File: config.mk
export PLATFORM = sky130hd
export DESIGN_NAME = alu_seq
export DESIGN_NICKNAME = d
export VERILOG_FILES = /design/src/rtl/alu_seq.sv
export SDC_FILE = /design/constraint.sdc
export NUM_CORES = 1
export LEC_CHECK = 0
export CAP_MARGIN = 10
export CELL_PAD_IN_SITES_DETAIL_PLACEMENT = 2
export CELL_PAD_IN_SITES_GLOBAL_PLACEMENT = 2
export CORE_MARGIN = 4
export CORE_UTILIZATION = 35
export DETAILED_ROUTE_END_ITERATION = 8
export DONT_BUFFER_PORTS = 1
export PLACE_DENSITY = 0.74
export SETUP_SLACK_MARGIN = 0.3
export SLEW_MARGIN = 20
export SYNTH_ARGS = -nofsm -noshare
export SYNTH_HDL_FRONTEND = slang
export SYNTH_SLANG_ARGS = --single-unit
File: constraint.sdc
create_clock -name clk -period 2.17 [get_ports clk]
set_input_delay 0.217 -clock clk [delete_from_list [all_inputs] [get_ports clk]]
set_output_delay 0.217 -clock clk [all_outputs]
set_load 0.02 [all_outputs]
File: src/rtl/alu_seq.sv
// ---------------------------------------------------------------------------
// alu_seq : registered ALU with start/done handshake, shift/rotate group and
//           a multi-cycle shift-add unsigned multiplier.
//
// Parameters
//   WIDTH  operand/result width in bits (>= 2)
//   CW     iteration-counter width, derived from WIDTH (leave at default)
//
// Ports
//   clk      in   rising-edge clock
//   rst_n    in   asynchronous active-low reset
//   start    in   request, sampled only while busy = 0
//   op_sel   in   [1:0] group: 00 shift/mul, 01 logic, 10 add, 11 sub
//   opcode   in   [3:0] sub-operation within the group
//   opA/opB  in   [WIDTH-1:0] operands, captured on the accepted start
//   busy     out  high while a multiply is iterating (FSM is in MUL)
//   done     out  one-cycle pulse when res/flags update
//   res      out  [WIDTH-1:0] registered result, held until next completion
//   Z,C,O,N  out  registered flags, updated together with res
//
// Handshake: a start seen at a rising edge while busy = 0 is accepted at
// that edge. Single-cycle operations complete at the same edge (done high
// for the following cycle); MUL raises busy at that edge and completes WIDTH
// edges later. A start while busy = 1 is dropped, never queued. A start in
// the cycle done is high is accepted, so single-cycle ops can issue every
// cycle.
// ---------------------------------------------------------------------------
module alu_seq #(
  parameter int WIDTH = 4,
  parameter int CW    = $clog2(WIDTH) + 1
) (
  input  logic             clk,
  input  logic             rst_n,
  input  logic             start,
  input  logic [1:0]       op_sel,
  input  logic [3:0]       opcode,
  input  logic [WIDTH-1:0] opA,
  input  logic [WIDTH-1:0] opB,
  output logic             busy,
  output logic             done,
  output logic [WIDTH-1:0] res,
  output logic             Z,
  output logic             C,
  output logic             O,
  output logic             N
);

  localparam int MSB = WIDTH - 1;
  localparam logic [WIDTH-1:0] W_OPND = WIDTH'(WIDTH);
  localparam logic [CW-1:0]    W_CNT  = CW'(WIDTH);
  localparam logic [CW-1:0]    ONE_CNT = CW'(1);

  typedef enum logic [0:0] {
    S_IDLE = 1'b0,
    S_MUL  = 1'b1
  } state_t;

  // -------------------------------------------------------------------------
  // State and datapath registers
  // -------------------------------------------------------------------------
  state_t               state_q, state_d;
  logic [2*WIDTH-1:0]   mcand_q, mcand_d;   // multiplicand, shifts left
  logic [WIDTH-1:0]     mplier_q, mplier_d; // multiplier, shifts right
  logic [2*WIDTH-1:0]   acc_q, acc_d;       // partial-product accumulator
  logic [CW-1:0]        cnt_q, cnt_d;       // iterations remaining
  logic [WIDTH-1:0]     res_q, res_d;
  logic                 z_q, z_d;
  logic                 c_q, c_d;
  logic                 o_q, o_d;
  logic                 n_q, n_d;
  logic                 done_q, done_d;

  // -------------------------------------------------------------------------
  // Single-cycle result path
  // -------------------------------------------------------------------------
  logic [WIDTH:0]       sum_w;
  logic [WIDTH-1:0]     diff_w;
  logic                 shamt_big;
  logic [WIDTH-1:0]     rot_amt;
  logic [2*WIDTH-1:0]   rot_w;
  logic [WIDTH-1:0]     sra_w;
  logic [WIDTH-1:0]     alu_res;
  logic                 alu_c;
  logic                 alu_o;
  logic                 is_mul;

  always_comb begin
    sum_w     = {1'b0, opA} + {1'b0, opB};
    diff_w    = opA - opB;
    shamt_big = (opB >= W_OPND);
    rot_amt   = opB % W_OPND;
    // Rotate by shifting a doubled copy; the upper half is the rotated word.
    rot_w     = {opA, opA} << rot_amt;
    sra_w     = $unsigned($signed(opA) >>> opB);
    is_mul    = (op_sel == 2'b00) && (opcode == 4'd5);

    alu_res = '0;
    alu_c   = 1'b0;
    alu_o   = 1'b0;

    unique case (op_sel)
      2'b01: begin
        unique case (opcode)
          4'd1:    alu_res = ~opA;
          4'd2:    alu_res = opA & opB;
          4'd3:    alu_res = opA | opB;
          4'd4:    alu_res = ~(opA & opB);
          4'd5:    alu_res = ~(opA | opB);
          4'd6:    alu_res = opA ^ opB;
          4'd7:    alu_res = ~(opA ^ opB);
          default: alu_res = '0;
        endcase
      end
      2'b10: begin
        alu_res = sum_w[WIDTH-1:0];
        alu_c   = sum_w[WIDTH];
        alu_o   = (opA[MSB] == opB[MSB]) && (sum_w[MSB] != opA[MSB]);
      end
      2'b11: begin
        alu_res = diff_w;
        alu_c   = (opA < opB);
        alu_o   = (opA[MSB] != opB[MSB]) && (diff_w[MSB] != opA[MSB]);
      end
      default: begin
        unique case (opcode)
          4'd1:    alu_res = shamt_big ? '0 : (opA << opB);
          4'd2:    alu_res = shamt_big ? '0 : (opA >> opB);
          4'd3:    alu_res = shamt_big ? {WIDTH{opA[MSB]}} : sra_w;
          4'd4:    alu_res = rot_w[2*WIDTH-1:WIDTH];
          default: alu_res = '0;  // MUL never completes through this path
        endcase
      end
    endcase
  end

  // -------------------------------------------------------------------------
  // Multiplier step: accumulator value after this cycle's iteration
  // -------------------------------------------------------------------------
  logic [2*WIDTH-1:0] acc_step;
  logic               prod_hi_nz;

  always_comb begin
    acc_step   = mplier_q[0] ? (acc_q + mcand_q) : acc_q;
    prod_hi_nz = |acc_step[2*WIDTH-1:WIDTH];
  end

  // -------------------------------------------------------------------------
  // Next-state / output logic
  // -------------------------------------------------------------------------
  always_comb begin
    state_d  = state_q;
    mcand_d  = mcand_q;
    mplier_d = mplier_q;
    acc_d    = acc_q;
    cnt_d    = cnt_q;
    res_d    = res_q;
    z_d      = z_q;
    c_d      = c_q;
    o_d      = o_q;
    n_d      = n_q;
    done_d   = 1'b0;

    unique case (state_q)
      S_IDLE: begin
        if (start) begin
          if (is_mul) begin
            mcand_d  = {{WIDTH{1'b0}}, opA};
            mplier_d = opB;
            acc_d    = '0;
            cnt_d    = W_CNT;
            state_d  = S_MUL;
          end else begin
            res_d  = alu_res;
            z_d    = (alu_res == '0);
            n_d    = alu_res[MSB];
            c_d    = alu_c;
            o_d    = alu_o;
            done_d = 1'b1;
          end
        end
      end
      S_MUL: begin
        acc_d    = acc_step;
        mcand_d  = mcand_q << 1;
        mplier_d = mplier_q >> 1;
        cnt_d    = cnt_q - ONE_CNT;
        // Last iteration: the result comes from this cycle's accumulation.
        if (cnt_q == ONE_CNT) begin
          res_d   = acc_step[WIDTH-1:0];
          z_d     = (acc_step[WIDTH-1:0] == '0);
          n_d     = acc_step[MSB];
          c_d     = prod_hi_nz;
          o_d     = prod_hi_nz;
          done_d  = 1'b1;
          state_d = S_IDLE;
        end
      end
      default: state_d = S_IDLE;
    endcase
  end

  always_ff @(posedge clk or negedge rst_n) begin
    if (!rst_n) begin
      state_q  <= S_IDLE;
      mcand_q  <= '0;
      mplier_q <= '0;
      acc_q    <= '0;
      cnt_q    <= '0;
      res_q    <= '0;
      z_q      <= 1'b0;
      c_q      <= 1'b0;
      o_q      <= 1'b0;
      n_q      <= 1'b0;
      done_q   <= 1'b0;
    end else begin
      state_q  <= state_d;
      mcand_q  <= mcand_d;
      mplier_q <= mplier_d;
      acc_q    <= acc_d;
      cnt_q    <= cnt_d;
      res_q    <= res_d;
      z_q      <= z_d;
      c_q      <= c_d;
      o_q      <= o_d;
      n_q      <= n_d;
      done_q   <= done_d;
    end
  end

  assign busy = (state_q == S_MUL);
  assign done = done_q;
  assign res  = res_q;
  assign Z    = z_q;
  assign C    = c_q;
  assign O    = o_q;
  assign N    = n_q;

endmodule

## Word level (Yosys, flattened, before mapping)

Index checks and enable logic that the tools add are counted.

| word-level totals | value |
|---|---|
| register bits | 33 |
| input bits | 17 |
| output and inout bits | 10 |
| word-level logic and storage cells | 105 |

| cells by class | value |
|---|---|
| add/subtract/negate cells | 4 |
| magnitude comparators | 2 |
| equal/unequal tests | 19 |
| shifts and indexed selects | 4 |
| mux-type cells | 48 |
| bitwise operators | 8 |
| reduce and logical (&&, ||, !) cells | 9 |

Operator list:

| kind | count |
|---|---|
| 2-to-1 mux 8 bit | 5 |
| 2-to-1 mux 4 bit | 8 |
| case mux 8 bit (2 select lines) | 2 |
| case mux 4 bit (7 select lines) | 1 |
| 2-to-1 mux 1 bit | 17 |
| equality test 4 x 3 -> 1 bit, second input constant | 4 |
| NOT 4 bit | 4 |
| case mux 1 bit (2 select lines) | 8 |
| case mux 4 bit (2 select lines) | 2 |
| case mux 4 bit (4 select lines) | 1 |
| case mux 4 bit (3 select lines) | 1 |
| adder 8 bit | 1 |
| equality test 4 x 2 -> 1 bit, second input constant | 2 |
| zero test 4 bit | 2 |
| << shifter 8 x 2 -> 8 bit | 1 |
| 2-to-1 mux 3 bit | 2 |
| inequality test 2 bit, second input constant | 3 |
| case mux 3 bit (2 select lines) | 1 |
| adder 4 x 4 -> 5 bit | 1 |
| bitwise AND 4 bit | 1 |
| equality test 2 bit, second input constant | 2 |
| equality test 4 x 1 -> 1 bit, second input constant | 1 |
| >= comparator 4 x 3 -> 1 bit, second input constant | 1 |
| < comparator 4 bit | 1 |
| 18 further kinds | 22 |

## Logic depth before layout (Yosys ltp)

Gate-level depths: netlist (run 1).

| depth | value |
|---|---|
| depth in word-level cells | 8 |
| depth in mapped cells | 10 |
| gate-level depth less buffers | 10 |

## Least setup slack after synthesis (run 1)

Ideal clock, no wire load.

| timing path | value |
|---|---|
| path type | reg-to-reg |
| from | reg mcand_q[0] |
| to | reg c_q (netlist: C) |
| library setup time | 0.136 ns |
| arrival time | 2.141 ns |
| required time | 2.034 ns |
| path slack | -0.107 ns |
| cell stages (with the launch flop) | 10 |
| path buffers | 0 |
| clock period less this slack | 2.277 ns |
| cells stage by stage | dfrtp_1 ha_1 fa_1 a211oi_1 nor2_1 and4_1 nor3_1 a21oi_1 o31ai_1 a21oi_1 |

| on the way | value |
|---|---|
| cells in the longest elaborated chain, start to end | 5 |

Ends and longest elaborated chain:

| element | line | text |
|---|---|---|
| from (decl) | 62 | `logic [2*WIDTH-1:0] mcand_q, mcand_d;` |
| from (signal assigned) | 217 | `mcand_q <= mcand_d;` |
| adder 8 bit | 143 | `acc_step = mplier_q[0] ? (acc_q + mcand_q) : acc_q;` |
| 2-to-1 mux 8 bit | 143 |  |
| OR reduction 4 bit | 144 | `prod_hi_nz = \|acc_step[2*WIDTH-1:WIDTH];` |
| 2-to-1 mux 1 bit | 188 | `if (cnt_q == ONE_CNT) begin` |
| case mux 1 bit (2 select lines) | 163 | `unique case (state_q)` |
| to (signal assigned) | 211 | `c_q <= 1'b0;` |
| to (signal assigned) | 223 | `c_q <= c_d;` |
| to (decl) | 68 | `logic c_q, c_d;` |

No other way between the ends. The select of a mux whose other input is x is not followed.
A chain may end at the register's enable or synchronous reset.

## Worst setup path in the final report (run 1)

| timing path | value |
|---|---|
| from | reg acc_q[1] |
| to | reg c_q (netlist: C) |

| on the way | value |
|---|---|
| cells in the longest elaborated chain, start to end | 5 |

Ends and longest elaborated chain:

| element | line | text |
|---|---|---|
| from (decl) | 64 | `logic [2*WIDTH-1:0] acc_q, acc_d;` |
| from (signal assigned) | 207 | `acc_q <= '0;` |
| from (signal assigned) | 219 | `acc_q <= acc_d;` |
| adder 8 bit | 143 |  |
| 2-to-1 mux 8 bit | 143 |  |
| OR reduction 4 bit | 144 |  |
| 2-to-1 mux 1 bit | 188 |  |
| case mux 1 bit (2 select lines) | 163 |  |

No other way between the ends. The select of a mux whose other input is x is not followed.

==> results of run 1 <==
## routing by layer
metal,wire length (um),up-vias
met5,0,-
met4,456,0
met3,547,27
met2,6530,91
met1,5880,1663
li1,-,1451
## power groups by stage
stage / registers (mW) / clock network, mW / logic, mW
6_report: 1.14 / 0.506 / 2.12
2_1_floorplan: 1.06 / 0 / 1.09
3_3_place_gp: 1.09 / 0 / 1.50
3_5_place_dp: 1.12 / 0 / 1.60
5_1_grt: 1.18 / 0.543 / 2.30
4_1_cts: 1.12 / 0.505 / 1.83
## flip-flops by register name, summed over array words and instances, names as in the netlist
register and cells:
busy 1, C 1, cnt_q 3, O 1
acc_q 8, done 1, mcand_q 8, res 4
Z 1, mplier_q 4
## stage by stage
step / instances / hold WS, ns / cell area [um^2]
floorplan: 388 / -0.0786 / 3150
global placement: 501 / -0.0778 / 3410
detailed placement: 501 / -0.0778 / 3410
CTS: 515 / 0.231 / 3640
global route: 519 / 0.247 / 3770
finish: 519 / 0.233 / 3770
## cell type report
class	count	area (um^2)	share of cell area, %
clock inverters	2	10.0	0.265
multi-input cells	312	2320	61.6
flip-flops and latches	32	802	21.3
inverters	18	67.6	1.79
well taps	105	131	3.48
clock buffers	6	82.6	2.19
repair buffers	44	353	9.36
## worst max-delay path by stage
stage | to | slack, ns | from
after floorplan | C$_DFFE_PN0P_ | 0.11 | mcand_q[0]$_DFFE_PN0P_
after global placement | C$_DFFE_PN0P_ | -0.01 | mcand_q[0]$_DFFE_PN0P_
after detailed placement | C$_DFFE_PN0P_ | -0.14 | mcand_q[1]$_DFFE_PN0P_
after CTS | C$_DFFE_PN0P_ | -0.12 | acc_q[1]$_DFFE_PN0P_
after global routing | O$_DFFE_PN0P_ | -0.27 | acc_q[1]$_DFFE_PN0P_
final | C$_DFFE_PN0P_ | -0.24 | acc_q[1]$_DFFE_PN0P_
## logic make-up (layout without fill, tap and decap cells)
kind of cell / Yosys count / after routing
multiplexers: 19 / 19
AO/OA/AOI/OAI: 114 / 114
flip-flops: 32 / 32
buffers and inverters: 44 / 70
AND/OR/NAND/NOR: 147 / 147
XOR/XNOR: 8 / 8
adder cells (fa/ha/maj): 24 / 24
## cell usage in the layout (no fill, tap or decap), types with 5 or more instances in the layout
| master | instances |
|---|---|
| nor2_1 | 41 |
| buf_4 | 40 |
| nor3_1 | 9 |
| inv_1 | 17 |
| o21a_1 | 5 |
| o21ai_0 | 18 |
| nand3_1 | 7 |
| ha_4 | 6 |
| dfrtp_1 | 31 |
| nor2b_1 | 7 |
| nand2_1 | 47 |
| a21oi_1 | 26 |
| mux2i_1 | 16 |
| clkbuf_8 | 6 |
| o211ai_1 | 6 |
| ha_1 | 14 |
## worst register-to-register path, stage by stage, from the launching register on
cell and delay (ns):
dfrtp_2 0.46, ha_4 0.29, a211oi_4 0.31, nor2_2 0.08, o41ai_4 0.37, nand2_1 0.11
a32o_2 0.30, o31ai_4 0.26, a21oi_1 0.10
## timing repair
action	CTS	global route
setup buffers	4	4
pin swaps	14	10
endpoints found under the hold margin	32	0
hold buffers	2	0
gates resized for setup	16	19
endpoints found under the setup margin	8	9
gates cloned	0	0
==> flow_summary.ini, run 1 <==
[placed_design]
port_buffers = 0
gp_congestion = 0.834
post-dp-hpwl_um = 8440
pre_cts_slack_ns = -0.135

[synth]
synth_edf_count = 0
synth_top_area_share_pct = 26.2
yosys.area_share.simple_pct = 23.2
synthMuxAreaShare_pct = 6.35
synth_cell_types = 61
yosys_most_used_dff = dfrtp_1
synth_area_per_cell_um2 = 7.87
yosysSeqAreaShare_pct = 26.2
ys_ff_latch = 32
synth-xor-area-share_pct = 2.29
synth_top_family_by_area = compound AO/OA/AOI/OAI gates
synth_warnings = 0
yosysTopAreaCell = dfrtp_1
synth_cells = 388
synthTopCellsByCount = nand2_1, nor2_1, dfrtp_1
synth.most_common_cell = nand2_1
synthAdderAreaFrac_pct = 10.6
synthesis.nets = 429
netlist_area_mm2 = 0.00305
synth_compound_area_share_pct = 24.9
synthTopCellsByArea = dfrtp_1, ha_1, nand2_1, nor2_1, mux2i_1
async_flop_share_pct = 100

[floorplan]
initial_core_util_pct = 36.6
die_h_um = 101
core_area_mm2 = 0.00834
dieWidth_um = 101
dieArea_mm2 = 0.0103
top_level_ports = 27
rows = 33

[global_routing]
grt_start_max_net_pins = 33
grt.met2_usage_pct = 42.9
grt_overflow_total = 0
grt_use_met1_pct = 30.7
grt_pass1_vias = 3516
grtUsageTotal_pct = 24.3
antenna_found_initial = 0
grt_pass1_wl_um = 19500
grt-busiest-layer = met2
use_met3_pct = 4.75

[run]
drv_cap = 0

[timing]
slew_violations = 0
fin_skew_ns = 0.0113
setup_viol = 4
rsz0062_at_grt = true
period_minus_slack_ns = 2.41
max_freq_ghz = 0.415
worst_slack_ns = -0.242
fin_crit_sh_pct = 111
hold_viol = 0
tns_ns = -0.703
slew_headroom_pct = 53.9
tightest_slew_ns = 0.685

[status]
violations = negative setup slack
status = finished with violations

[route]
drt_iter0_drc = 189
wl_per_cell_um = 25.8
vias = 3232
wirelength_um = 13400
routed_via_density = 6.23
drtAntennaViolNets = 0
drc = 0
firstDrtPassIters = 4

[worst_hold_path]
holdCritStartpoint = start
hold_depth = 3
whs_endpoint = acc_q[3]$_DFFE_PN0P_
min_path_type = in2reg

[worst_setup_path]
worstPathArrival_ns = 2.57
crit_fanout = 2
cp_cell_sequence = ha_4, a211oi_4, nor2_2, o41ai_4, nand2_1, a32o_2, o31ai_4, a21oi_1
crit_required_ns = 2.33
reg2reg_setup_slack_ns = -0.24
critPathSlowestCell = dfrtp_2
max_stage_delay_ns = 0.46
r2r.worst_path.cells = 8
reg2reg_to = C$_DFFE_PN0P_
critPathCaptureType = flop
rr_startpoint = acc_q[1]$_DFFE_PN0P_
crit_buf_inv = 0
crit_cells = 8
crit_family = compound AO/OA/AOI/OAI gates
crit_type = reg2reg
crit_path_start_kind = flop

[final_layout]
nets = 454
antenna_cells = 0
finish.utilization_pct = 45.2
fill_cells = 942
drive_gt1_share_pct = 23.2
area_growth_pct = 23.5

[cts]
root_buffer = clkbuf_8
htreeDepth = 2
clk_pin_slew_ns = 0.07
clock-sinks = 32
cts_buffers = 5
clockBufferDepth = 2
worstSkewPairLatency_ns = 0.30
cts_tree = built

[power]
p_sw_mw = 1.74
pwr-share-clk_pct = 13.4
p_sw_share_pct = 46.1
leakage_nw = 1.61
total_power_mw = 3.77
p_comb_share_pct = 56.3
p_int_mw = 2.03
peakVddDrop_mv = 0.448
seq_power_share_pct = 30.3
power_density_mw_per_mm2 = 1000
(Power assumes the default switching activity.)
==> run 2: changes to the inputs <==
--- a/config.mk
+++ b/config.mk
@@ -9,10 +9,11 @@
 export CELL_PAD_IN_SITES_DETAIL_PLACEMENT = 2
 export CELL_PAD_IN_SITES_GLOBAL_PLACEMENT = 2
 export CORE_MARGIN = 4
-export CORE_UTILIZATION = 35
+export CORE_UTILIZATION = 38
 export DETAILED_ROUTE_END_ITERATION = 8
 export DONT_BUFFER_PORTS = 1
-export PLACE_DENSITY = 0.74
+export HOLD_SLACK_MARGIN = 0.08
+export PLACE_DENSITY = 0.77
 export SETUP_SLACK_MARGIN = 0.3
 export SLEW_MARGIN = 20
 export SYNTH_ARGS = -nofsm -noshare
==> constraint.sdc (replaced) <==
create_clock -name clk -period 2.4 [get_ports clk]
set_input_delay 0.24 -clock clk [delete_from_list [all_inputs] [get_ports clk]]
set_output_delay 0.24 -clock clk [all_outputs]
set_load 0.02 [all_outputs]
==> run 2 against run 1 <==
  * The flow still finishes with violations (negative setup slack)
  * Die area fell by 7.3%
  * Clock power fell by 7.3%
  * Largest cell class unchanged
  * Highest routed layer unchanged
  * Worst hold slack got worse by 0.016 ns
  * Design area fell by 4.2%
  * Global-route usage rose by 1.6 points
  * Maximum frequency fell by 0.78%
  * Sequential share of layout area rose by 0.98 points
  * Critical endpoint unchanged
==> flow_summary.ini, run 2 (synthesis gave the netlist of run 1 again) <==
[status]
status = finished with violations
violations = negative setup slack

[worst_setup_path]
rr_startpoint = acc_q[0]$_DFFE_PN0P_
crit_fanout = 2
cp_cell_sequence = ha_2, buf_6, a211oi_4, nor2_4, o41ai_4, nand2_1, a32o_2, o31ai_4, a21oi_1
critPathLaunch = acc_q[0]$_DFFE_PN0P_
crit_required_ns = 2.57
critPathCaptureType = flop
crit_type = reg2reg
r2r.worst_path.cells = 9
critPathSlowestCell = dfrtp_1
max_stage_delay_ns = 0.40
crit_path_start_kind = flop
worstPathArrival_ns = 2.60

[route]
firstDrtPassIters = 4
drc = 0
wl_per_cell_um = 25.9
vias = 3167
routed_via_density = 6.31
drt_iter0_drc = 176
wirelength_um = 13000
drtAntennaViolNets = 0

[timing]
fin_crit_sh_pct = 101
slew_headroom_pct = 42.7
worst_slack_ns = -0.0314
rsz0062_at_grt = true
hold_viol = 0
max_freq_ghz = 0.411
fin_skew_ns = 0.00876
tightest_slew_ns = 0.852
slew_violations = 0
period_minus_slack_ns = 2.43
setup_viol = 1
hold_ws_ns = 0.217

[final_layout]
drive_gt1_share_pct = 18.8
layoutNonFillerInstCount = 502
multi_input_area_mm2 = 0.00226
top_regs = acc_q x8, mcand_q x8
area_growth_pct = 18.2
antenna_cells = 0
nets = 441
fill_cells = 864
final_common_cell = nand2_1
final_cell_mix = nand2_1, nor2_1, dfrtp_1, a21oi_1, buf_4
finalInstanceArea_mm2 = 0.00361
seqCellArea_um2 = 803

[cts]
cts_buffers = 5
cts_tree = built
worstSkewPairLatency_ns = 0.30
clockBufferDepth = 2
clock-sinks = 32
htreeDepth = 2
clk_pin_slew_ns = 0.07
root_buffer = clkbuf_8

[power]
seq_power_share_pct = 32.3
power_density_mw_per_mm2 = 895
p_sw_mw = 1.47
p_comb_share_pct = 53.1
leakage_nw = 1.53
p_int_mw = 1.76
pwr-share-clk_pct = 14.5
total_power_mw = 3.23
p_sw_share_pct = 45.4
peakVddDrop_mv = 0.508

[global_routing]
grt_overflow_total = 0
grtUsageTotal_pct = 25.9
grt_pass1_wl_um = 19500
grt_start_max_net_pins = 33
grt_pass1_vias = 3378
antenna_found_initial = 0

[placed_design]
pre_cts_slack_ns = 0.0571
post-dp-hpwl_um = 7790
gp_congestion = 0.826
placed_cells = 478
dpl_cell_area_mm2 = 0.00322
port_buffers = 0

[floorplan]
die_h_um = 97.7
rows = 32
dieArea_mm2 = 0.00954
initial_core_util_pct = 39.3
core_area_mm2 = 0.00777
top_level_ports = 27
dieWidth_um = 97.7

[worst_hold_path]
holdCritStartpoint = opA[3]
min_path_type = in2reg
hold_depth = 3

[run]
drv_cap = 0
==> run 2: path summary, 6_finish.rpt <==
check	to	slack (ns)
max in group asynchronous	acc_q[4]$_DFFE_PN0P_	1.80
min	O$_DFFE_PN0P_	0.22
max	C$_DFFE_PN0P_	-0.03
max reg2reg	C$_DFFE_PN0P_	-0.03
min in group asynchronous	done$_DFF_PN0_	0.39
min reg2reg	mplier_q[2]$_DFFE_PN0P_	0.50
==> run 2: layer usage <==
metal / global-route usage [%] / up-vias / share of wire, %
met1: 33.8 / 1618 / 42
met3: 5.17 / 30 / 4.6
li1: - / 1419 / -
met2: 42.4 / 100 / 50
met4: 8.95 / 0 / 3.0
met5: 0 / - / 0
==> run 2: layout make-up <==
cell class	count	area share, %
timing repair buffer	31	7.07
tap	102	3.53
multi-input combinational	312	62.6
clock buffer	7	2.67
sequential	32	22.2
inverter	18	1.87
==> run 2: power groups by stage <==
| stage | registers [mW] | clock network (mW) | logic [mW] |
|---|---|---|---|
| floorplan | 0.952 | 0 | 0.959 |
| global placement | 1.01 | 0 | 1.14 |
| detailed placement | 1.02 | 0 | 1.22 |
| CTS | 1.01 | 0.467 | 1.46 |
| global route | 1.07 | 0.514 | 1.86 |
| finish | 1.05 | 0.469 | 1.72 |
==> run 2: through the flow <==
step                TNS (ns)  util, %
floorplan                  0        -
CTS                        0     45.0
finish               -0.0314     46.5
detailed placement         0     41.4
global route          -0.346     46.5
global placement           0     41.4
==> run 2: worst max-delay path, delay by kind of cell (launching register included) <==
| family | cells | cell delay (ns) |
|---|---|---|
| adders and majority gates | 1 | 0.22 |
| buffers and inverters | 1 | 0.13 |
| AOI/OAI and AO/OA | 5 | 1.30 |
| DFF | 1 | 0.40 |
| and+or+nand+nor | 2 | 0.24 |
==> run 2: what timing repair did <==
item | CTS | global route
setup buffers | 13 | 2
pin swaps | 4 | 12
gates resized for setup | 10 | 22
hold endpoints to repair | 32 | 0
setup endpoints to repair | 5 | 7
hold buffers | 2 | 0
==> run 3: changes to the inputs <==
==> constraint.sdc (replaced) <==
create_clock -name clk -period 2.4 [get_ports clk]
set_input_delay 0.48 -clock clk [delete_from_list [all_inputs] [get_ports clk]]
set_output_delay 0.48 -clock clk [all_outputs]
set_load 0.02 [all_outputs]
==> run 3 against run 2 <==
  * The run now ends clean
  * Maximum frequency is 4.8% higher
  * Via count fell by 3.7%
  * First-iteration DRC count shrank 19%
  * Sequential cell count is the same
  * Cell count shrank 0.80%
  * Worst hold slack better by 0.26 ns
  * Global-route usage fell by 2.2 points
==> flow_summary.ini, run 3 (synthesis gave the netlist of run 1 again) <==
[final_layout]
layoutNonFillerInstCount = 498
top_regs = acc_q x8, mcand_q x8
final_common_cell = nand2_1
drive_gt1_share_pct = 19.9
antenna_cells = 0
final_cell_mix = nand2_1, nor2_1, dfrtp_1, a21oi_1, buf_4
nets = 436
area_growth_pct = 18.7

[timing]
tightest_slew_ns = 0.537
slew_violations = 0
rsz0062_at_grt = true
hold_viol = 0
slew_headroom_pct = 63.9
max_freq_ghz = 0.431
worst_slack_ns = 0.0794
fin_skew_ns = 0.0104
setup_viol = 0
fin_crit_sh_pct = 96.7
hold_ws_ns = 0.481
period_minus_slack_ns = 2.32

[global_routing]
grt_pass1_vias = 3313
antenna_found_initial = 0
grt_overflow_total = 0
grtUsageTotal_pct = 23.7
grt_pass1_wl_um = 18200
grt_start_max_net_pins = 33

[route]
drtAntennaViolNets = 0
drc = 0
firstDrtPassIters = 4
drt_iter0_drc = 143
routed_via_density = 6.12
wirelength_um = 11700
wl_per_cell_um = 23.4
vias = 3050

[placed_design]
pre_cts_slack_ns = 0.0251
post-dp-hpwl_um = 8010
placed_cells = 481
port_buffers = 0
gp_congestion = 0.801

[worst_setup_path]
critPathCaptureType = flop
crit_fanout = 3
worstPathArrival_ns = 2.48
critPathSlowestCell = dfrtp_1
crit_type = reg2reg
cp_cell_sequence = ha_4, fa_2, a211oi_2, nor2_2, and4_4, nor3_4, a21oi_2, o31ai_4, a21oi_1
crit_path_start_kind = flop
crit_required_ns = 2.56
max_stage_delay_ns = 0.42

[cts]
cts_buffers = 5
worstSkewPairLatency_ns = 0.29
htreeDepth = 2
clk_pin_slew_ns = 0.07
cts_tree = built
clockBufferDepth = 2
clock-sinks = 32
root_buffer = clkbuf_8

[status]
status = finished, final reports clean

[worst_hold_path]
min_path_type = in2reg

[power]
leakage_nw = 1.51
peakVddDrop_mv = 0.390
total_power_mw = 3.06
power_density_mw_per_mm2 = 844

[floorplan]
initial_core_util_pct = 39.3
rows = 32
core_area_mm2 = 0.00777
die_h_um = 97.7
dieWidth_um = 97.7
top_level_ports = 27
dieArea_mm2 = 0.00954

[run]
drv_cap = 0
==> run 3: timing repair <==
| item | in CTS | in global routing |
|---|---|---|
| gates resized for setup | 11 | 31 |
| pin swaps | 10 | 16 |
| hold buffers | 2 | 0 |
| buffers inserted | 5 | 2 |
| endpoints found under the hold margin | 32 | 0 |
| setup endpoints to repair | 5 | 9 |
==> run 3: area by class of cell <==
type / count / area, um^2
tap: 102 / 128
multi-input combinational: 312 / 2310
inverter: 18 / 70.1
timing repair buffer: 26 / 221
sequential: 32 / 805
clock buffer: 8 / 90.1
fill: 888 / 4140
==> run 3: critical path: cells and delay by family, from the launching register on <==
kind,cells,cell delay [ns]
compound gates,4,0.71
simple gates,3,0.50
fa+ha+maj,2,0.56
flops,1,0.42
==> run 3: final timing paths <==
check | start | endpoint | slack (ns) | cells after the start
hold reg to reg | mplier_q[3]$_DFFE_PN0P_ | mplier_q[2]$_DFFE_PN0P_ | 0.49 | 2
setup / recovery | acc_q[0]$_DFFE_PN0P_ | C$_DFFE_PN0P_ | 0.08 | 9
setup reg to reg | acc_q[0]$_DFFE_PN0P_ | C$_DFFE_PN0P_ | 0.08 | 9
min in group asynchronous | rst_n | res[3]$_DFFE_PN0P_ | 0.64 | 2
hold / removal | op_sel[0] | C$_DFFE_PN0P_ | 0.48 | 3
max in group asynchronous | rst_n | acc_q[4]$_DFFE_PN0P_ | 1.56 | 2
==> run 3: per-layer routing <==
metal,vias to the layer above,global-route usage (%),routed length (um)
met5,-,0,0
met4,0,5.96,146
met3,14,4.67,491
met2,68,39.5,5800
met1,1559,31.3,5210
li1,1409,-,-
==> run 3: metrics by stage <==
step,instance area [um^2],setup TNS (ns),util [%]
floorplan,3130,0,-
global placement,3260,0,41.9
detailed placement,3260,0,41.9
CTS,3460,0,44.6
global route,3630,-0.0232,46.7
finish,3630,0,46.7
==> run 3: where the power goes <==
| group | leakage [nW] | switching [mW] | total, mW | internal, mW |
|---|---|---|---|---|
| Combinational | 1.06 | 0.867 | 1.57 | 0.702 |
| Clock | 0.0455 | 0.209 | 0.443 | 0.234 |
| Sequential | 0.407 | 0.310 | 1.05 | 0.738 |
| Total | 1.51 | 1.39 | 3.06 | 1.67 |
